`src/rtl/seg7_scan_driver.sv`:
```
// seg7_scan_driver: 4-digit multiplexed common-anode seven-segment back-end.
// Decimal values go through a one-shift-per-clock double-dabble; hex shows raw nibbles.
module seg7_scan_driver #(
  parameter int REFRESH_DIV   = 1000,
  parameter int BLANK_LEADING = 1
) (
  input  logic        clk,
  input  logic        resetn,
  input  logic [13:0] value,
  input  logic        mode_select,
  input  logic        update,
  output logic        busy,
  output logic [3:0]  digit_select,
  output logic [6:0]  seven
);

  localparam int            CW        = (REFRESH_DIV > 2) ? $clog2(REFRESH_DIV) : 1;
  localparam logic [CW-1:0] CNT_MAX   = CW'(REFRESH_DIV - 1);
  localparam logic [6:0]    SEG_BLANK = 7'h7F;
  localparam logic [6:0]    SEG_DASH  = 7'b0111111;
  localparam bit            BLANK_EN  = (BLANK_LEADING != 0);

  typedef enum logic [1:0] {
    S_IDLE    = 2'd0,
    S_CONVERT = 2'd1,
    S_COMMIT  = 2'd2
  } state_t;

  // Active-low segment patterns, bit6..0 = g,f,e,d,c,b,a.
  function automatic logic [6:0] seg_glyph(input logic [3:0] nib);
    case (nib)
      4'h0:    seg_glyph = 7'b1000000;
      4'h1:    seg_glyph = 7'b1111001;
      4'h2:    seg_glyph = 7'b0100100;
      4'h3:    seg_glyph = 7'b0110000;
      4'h4:    seg_glyph = 7'b0011001;
      4'h5:    seg_glyph = 7'b0010010;
      4'h6:    seg_glyph = 7'b0000010;
      4'h7:    seg_glyph = 7'b1111000;
      4'h8:    seg_glyph = 7'b0000000;
      4'h9:    seg_glyph = 7'b0010000;
      4'hA:    seg_glyph = 7'b0001000;
      4'hB:    seg_glyph = 7'b0000011;
      4'hC:    seg_glyph = 7'b1000110;
      4'hD:    seg_glyph = 7'b0100001;
      4'hE:    seg_glyph = 7'b0000110;
      4'hF:    seg_glyph = 7'b0001110;
      default: seg_glyph = SEG_BLANK;
    endcase
  endfunction

  // One double-dabble iteration on {bcd[15:0], bin[13:0]}: add-3 correction, then shift.
  function automatic logic [29:0] dd_step(input logic [29:0] sr);
    logic [29:0] adj;
    adj = sr;
    for (int k = 0; k < 4; k++) begin
      if (adj[14+4*k +: 4] >= 4'd5) begin
        adj[14+4*k +: 4] = adj[14+4*k +: 4] + 4'd3;
      end
    end
    dd_step = {adj[28:0], 1'b0};
  endfunction

  state_t        r_state;
  state_t        w_state_nxt;
  logic          r_busy;
  logic          w_busy_nxt;
  logic [13:0]   r_shadow_val;
  logic          r_shadow_mode;
  logic          r_ovf;
  logic [29:0]   r_sr;
  logic [3:0]    r_iter;
  logic          r_pend_vld;
  logic [13:0]   r_pend_val;
  logic          r_pend_mode;
  logic [15:0]   r_dig;
  logic          r_dash;
  logic [CW-1:0] r_cnt;
  logic [1:0]    r_idx;
  logic [3:0]    r_digit_select;
  logic [6:0]    r_seven;

  logic          w_start;
  logic          w_commit;
  logic          w_step;
  logic          w_pend_set;
  logic          w_pend_clr;
  logic          w_src_pend;
  logic [13:0]   w_start_val;
  logic          w_start_mode;
  logic          w_start_ovf;
  state_t        w_start_tgt;
  logic [3:0]    w_nib;
  logic          w_lead;
  logic          w_lz3;
  logic          w_lz2;
  logic          w_lz1;
  logic [6:0]    w_seven_nxt;
  logic [3:0]    w_sel_nxt;

  // A restart out of COMMIT prefers a same-cycle strobe over the older pending slot.
  assign w_src_pend   = (r_state == S_COMMIT) && !update && r_pend_vld;
  assign w_start_val  = w_src_pend ? r_pend_val  : value;
  assign w_start_mode = w_src_pend ? r_pend_mode : mode_select;
  assign w_start_ovf  = w_start_mode && (w_start_val > 14'd9999);
  assign w_start_tgt  = (w_start_mode && !w_start_ovf) ? S_CONVERT : S_COMMIT;

  // State register.
  always_ff @(posedge clk or negedge resetn) begin
    if (!resetn) begin
      r_state <= S_IDLE;
      r_busy  <= 1'b0;
    end else begin
      r_state <= w_state_nxt;
      r_busy  <= w_busy_nxt;
    end
  end

  // Next-state and datapath control.
  always_comb begin
    w_state_nxt = r_state;
    w_busy_nxt  = r_busy;
    w_start     = 1'b0;
    w_commit    = 1'b0;
    w_step      = 1'b0;
    w_pend_set  = 1'b0;
    w_pend_clr  = 1'b0;
    case (r_state)
      S_IDLE: begin
        if (update) begin
          w_start     = 1'b1;
          w_state_nxt = w_start_tgt;
          w_busy_nxt  = 1'b1;
        end else begin
          w_state_nxt = S_IDLE;
          w_busy_nxt  = 1'b0;
        end
      end
      S_CONVERT: begin
        w_step     = 1'b1;
        w_pend_set = update;
        if (r_iter == 4'd13) begin
          w_state_nxt = S_COMMIT;
        end else begin
          w_state_nxt = S_CONVERT;
        end
      end
      S_COMMIT: begin
        w_commit = 1'b1;
        if (update || r_pend_vld) begin
          w_start     = 1'b1;
          w_pend_clr  = 1'b1;
          w_state_nxt = w_start_tgt;
          w_busy_nxt  = 1'b1;
        end else begin
          w_state_nxt = S_IDLE;
          w_busy_nxt  = 1'b0;
        end
      end
      default: begin
        w_state_nxt = S_IDLE;
        w_busy_nxt  = 1'b0;
      end
    endcase
  end

  // Shadow capture, double-dabble shift register and atomic digit commit.
  always_ff @(posedge clk or negedge resetn) begin
    if (!resetn) begin
      r_shadow_val  <= 14'd0;
      r_shadow_mode <= 1'b0;
      r_ovf         <= 1'b0;
      r_sr          <= 30'd0;
      r_iter        <= 4'd0;
      r_dig         <= 16'd0;
      r_dash        <= 1'b0;
    end else begin
      if (w_start) begin
        r_shadow_val  <= w_start_val;
        r_shadow_mode <= w_start_mode;
        r_ovf         <= w_start_ovf;
        r_sr          <= {16'd0, w_start_val};
        r_iter        <= 4'd0;
      end else if (w_step) begin
        r_sr   <= dd_step(r_sr);
        r_iter <= r_iter + 4'd1;
      end
      if (w_commit) begin
        r_dash <= r_ovf;
        r_dig  <= r_ovf ? 16'd0 : (r_shadow_mode ? r_sr[29:14] : {2'b00, r_shadow_val});
      end
    end
  end

  // One-deep pending slot; the newest strobe while busy wins.
  always_ff @(posedge clk or negedge resetn) begin
    if (!resetn) begin
      r_pend_vld  <= 1'b0;
      r_pend_val  <= 14'd0;
      r_pend_mode <= 1'b0;
    end else if (w_pend_set) begin
      r_pend_vld  <= 1'b1;
      r_pend_val  <= value;
      r_pend_mode <= mode_select;
    end else if (w_pend_clr) begin
      r_pend_vld <= 1'b0;
    end
  end

  assign w_lz3 = (r_dig[15:12] == 4'd0);
  assign w_lz2 = w_lz3 && (r_dig[11:8] == 4'd0);
  assign w_lz1 = w_lz2 && (r_dig[7:4] == 4'd0);

  // Glyph and anode selection for the digit currently being scanned.
  always_comb begin
    w_nib  = r_dig[{r_idx, 2'b00} +: 4];
    w_lead = 1'b0;
    case (r_idx)
      2'd3:    w_lead = w_lz3;
      2'd2:    w_lead = w_lz2;
      2'd1:    w_lead = w_lz1;
      default: w_lead = 1'b0;
    endcase
    if (r_dash) begin
      w_seven_nxt = SEG_DASH;
    end else if (BLANK_EN && w_lead) begin
      w_seven_nxt = SEG_BLANK;
    end else begin
      w_seven_nxt = seg_glyph(w_nib);
    end
    w_sel_nxt = ~(4'b0001 << r_idx);
  end

  // Refresh counter, scan index and registered pin drivers.
  always_ff @(posedge clk or negedge resetn) begin
    if (!resetn) begin
      r_cnt          <= {CW{1'b0}};
      r_idx          <= 2'd0;
      r_digit_select <= 4'b1111;
      r_seven        <= SEG_BLANK;
    end else begin
      if (r_cnt == CNT_MAX) begin
        r_cnt <= {CW{1'b0}};
        r_idx <= r_idx + 2'd1;
      end else begin
        r_cnt <= r_cnt + {{(CW-1){1'b0}}, 1'b1};
      end
      r_digit_select <= w_sel_nxt;
      r_seven        <= w_seven_nxt;
    end
  end

  assign busy         = r_busy;
  assign digit_select = r_digit_select;
  assign seven        = r_seven;

endmodule
```
`config.mk`:
```
export PLATFORM = sky130hd
export DESIGN_NAME = seg7_scan_driver
export DESIGN_NICKNAME = d
export VERILOG_FILES = /design/src/rtl/seg7_scan_driver.sv
export SDC_FILE = /design/constraint.sdc
export NUM_CORES = 1
export LEC_CHECK = 0
export ABC_CLOCK_PERIOD_IN_PS = 3800
export BUFFER_PORTS_ARGS = -buffer_cell sky130_fd_sc_hd__buf_2
export CORE_MARGIN = 2
export CORE_UTILIZATION = 52
export DETAILED_ROUTE_END_ITERATION = 12
export PLACE_DENSITY = 0.79
export SKIP_CTS_REPAIR_TIMING = 1
export SLEW_MARGIN = 25
export SYNTH_ARGS = -nofsm -noshare
export SYNTH_HDL_FRONTEND = slang
export SYNTH_SLANG_ARGS = --single-unit
```
`constraint.sdc`:
```
create_clock -name clk -period 3.8 [get_ports clk]
set_input_delay 0.76 -clock clk [delete_from_list [all_inputs] [get_ports clk]]
set_output_delay 0.76 -clock clk [all_outputs]
set_load 0.05 [all_outputs]
```
==> summary.txt <==
Finish
  • Area grow syn2layout: 9.38%
  • Share of cells above drive strength 1: 18.5%
  • # diodes: 0
  • Fillers: 854
  • Commonest non-fill, non-tap cell in the layout: dfrtp_1
  • Most frequent cells in the layout: dfrtp_1 (98), nor2_1 (39), mux2i_1 (38)
  • Final std cells w/o fill: 639
  • Final net count: 538

Synthesis
  • Sequential share of the synthesized area: 51.3%
  • Unique cell type count in the Yosys netlist: 54
  • YS warnings: 0
  • Post-Syn Instances: 475
  • Number of synthesized flops with an enable pin: 0
  • Syn avg cell area: 11.3 µm²
  • Syn_nets: 515
  • Syn Std Cell Area: 0.00535 mm²
  • Synth Flop Type: dfrtp_1
  • FF+latch count, synth: 109
  • Synth async-reset ratio: 100%

Clock tree
  • CTS Sinks: 109
  • Clk Latency, worst-skew pair: 0.36 ns
  • Clock transition at path regs: 0.09 ns
  • CTS tree: yes
  • Clk root buf: clkbuf_8
  • Maximum buffer depth of the clock tree: 2
  • Number of buffers created by CTS: 9
  • Number of H-tree levels: 3

Worst hold path
  • Type of the worst min-delay path: in -> async

Detailed routing
  • DRT Pass-1 Iters: 4
  • ANT nets after route: 0
  • Final WL: 9.86 mm
  • Uppermost layer routed: met4
  • WL met3: 439 µm
  • Met2 wire len: 4.94 mm
  • Total number of vias: 3621
  • DR vias/cell: 5.67
  • Routed WL per cell: 15.4 µm
  • Initial DRC count: 250
  • Remaining DRCs: 0
  • Met1 wire length: 4.33 mm

Outcome
  • Outcome: complete, no violations

Power and ir drop
  • Power Total: 4100 µW
  • PD cells: 701 mW/mm²
  • P_leak: 0.00262 µW
  • Max VDD drop: 499 µV

STA
  • Clk_skew: 0.00986 ns
  • Final period util: 61.5%
  • Fin. Hold Viols: 0
  • Unrepaired setup endpoints after global routing: no
  • Final count of pins violating max slew: 0
  • Tmin final: 2.34 ns
  • Fmax: 428 MHz
  • Slew headroom: 45.7%
  • Fin Setup TNS: 0 ns
  • Slew @ Worst Pin: 0.815 ns
  • Setup violators final: 0

GRT
  • Initial antenna violation count: 0
  • Global-route wire length before repair: 17.2 mm
  • Largest net degree at the start of global routing: 110
  • Vias in the first global route: 3660
  • Global Route Usage Sum: 19.1%
  • Grt ovf: 0

Setup path
  • CP endpoint kind: register
  • CP startpoint kind: register
  • Critical path class: reg -> reg
  • CP max-delay cell: mux4_2
  • CP bufs+invs: 2
  • WP data arrival: 2.62 ns
  • Max FO, Critical Path: 9
  • Critical path's top delay family: multiplexers
  • Required time of the worst setup path: 4.08 ns
  • Crit-path cells: mux4_2 > inv_1 > ha_1 > inv_1 > nor2_1 > o311a_1 > nor2_1 > o21ai_0
  • CP max stage delay: 0.64 ns

Placed design
  • GPL Wtd Cong: 0.863
  • DP HPWL: 7.06 mm
  • Post-Place Cells: 623
  • IO buf count: 29

Job
  • Max-Cap Viols: 0

Floorplanning
  • Io pins: 30
  • Die width: 105 µm
  • Total die area: 0.0111 mm²
  • Core ar.: 0.0101 mm²
  • Effective utilization at floorplan: 52.7%
  • Die H: 105 µm
  • Num rows: 37
layout make-up:
type                            count  area, µm²  area share (%)
Clock buffer                       12        135            2.31
Clock inverter                      4       98.8            1.69
Multi-Input combinational cell    324       2430            41.5
Inverter                           19       71.3            1.22
Timing Repair Buffer               35        205            3.51
Sequential cell                   109       2740            46.9
Tap cell                          136        170            2.91
report_power, final:
| part | switching [µW] | leakage [µW] | internal [µW] | total (µW) |
|---|---|---|---|---|
| logic | 831 | 0.00115 | 599 | 1430 |
| clock network | 363 | 0.000115 | 440 | 804 |
| registers | 300 | 0.00136 | 1570 | 1870 |
| total | 1500 | 0.00262 | 2610 | 4100 |
registers in the layout, summed over array words and instances, names as in the netlist, 4 cells and up:
register      count
r_dig            16
seven             7
r_pend_val       14
r_shadow_val     14
digit_select      4
r_sr             30
r_cnt            10
r_iter            4
path summary, 6_finish.rpt:
| kind | start | to | slack (ns) | cells past startpoint |
|---|---|---|---|---|
| setup / recovery | r_idx[0]$_DFFE_PN0N_ | seven[0]$_DFF_PN1_ | 1.46 | 8 |
| hold / removal | resetn | r_cnt[4]$_DFF_PN0_ | 0.45 | 2 |
| setup reg to reg | r_idx[0]$_DFFE_PN0N_ | seven[0]$_DFF_PN1_ | 1.46 | 8 |
| hold reg to reg | r_dash$_DFFE_PN0N_ | seven[6]$_DFF_PN1_ | 0.46 | 1 |
| max in group asynchronous | resetn | r_iter[3]$_DFFE_PN0P_ | 2.94 | 2 |
| min in group clk | r_dash$_DFFE_PN0N_ | seven[6]$_DFF_PN1_ | 0.46 | 1 |
metal layers:
metal  track usage, %  up-vias
met2             32.9       79
met5                0        -
met1             24.8     1785
li1                 -     1745
met3             3.96       12
met4             4.76        0
logic make-up (layout without fill, tap and decap cells):
| logic type | Yosys count | after routing | share of synthesized area [%] |
|---|---|---|---|
| xor gates and xnor gates | 15 | 15 | 2.46 |
| buffers and inverters | 42 | 70 | 3.39 |
| adders and majority gates | 22 | 22 | 5.15 |
| DFF | 109 | 109 | 51.3 |
| muxes | 62 | 62 | 13.1 |
| and+or+nand+nor | 119 | 119 | 10.7 |
| AOI/OAI and AO/OA | 106 | 106 | 14.0 |
worst register-to-register path: stages, from the launching register on:
cell and delay (ns):
dfrtp_1 0.60, mux4_2 0.65, inv_1 0.15, ha_1 0.25, inv_1 0.11, nor2_1 0.12, o311a_1 0.17, nor2_1 0.05
o21ai_0 0.16
per-stage QoR:
step                setup WS, ns  area (µm²)  util, %  hold slack, ns
floorplan                   1.78        5350        -           0.382
global placement            1.30        5610     55.4           0.441
detailed placement          1.25        5610     55.4           0.445
CTS                         1.47        5850     57.7           0.453
global route                1.33        5850     57.7           0.461
finish                      1.46        5850     57.7           0.446
cells in the mapped netlist, types with 2 or more instances:
cell type	count	share of area (%)
a21o_1	12	1.7
a21oi_1	19	1.8
a221o_1	10	1.9
a22o_1	3	0.49
a32o_1	4	0.75
and3_1	2	0.23
buf_1	2	0.14
buf_2	4	0.37
buf_4	3	0.42
clkbuf_1	13	0.91
dfrtp_1	98	46
dfstp_2	11	5.4
ha_1	22	5.1
inv_1	18	1.3
mux2_2	19	4.0
mux2i_1	38	7.1
mux2i_4	2	0.84
mux4_2	2	0.84
nand2_1	34	2.4
nand2b_1	7	0.82
nand3_1	16	1.5
nand4_1	3	0.35
nor2_1	39	2.7
nor2b_1	3	0.35
nor3_1	2	0.19
o211ai_1	3	0.42
o21ai_0	33	3.1
o221ai_1	2	0.33
o311ai_0	2	0.33
o31ai_1	7	0.98
o32ai_1	3	0.49
or2_2	2	0.23
or4_1	3	0.42
xnor2_1	6	0.98
xor2_1	9	1.5
Note: power is estimated with default switching activity, not from simulation.
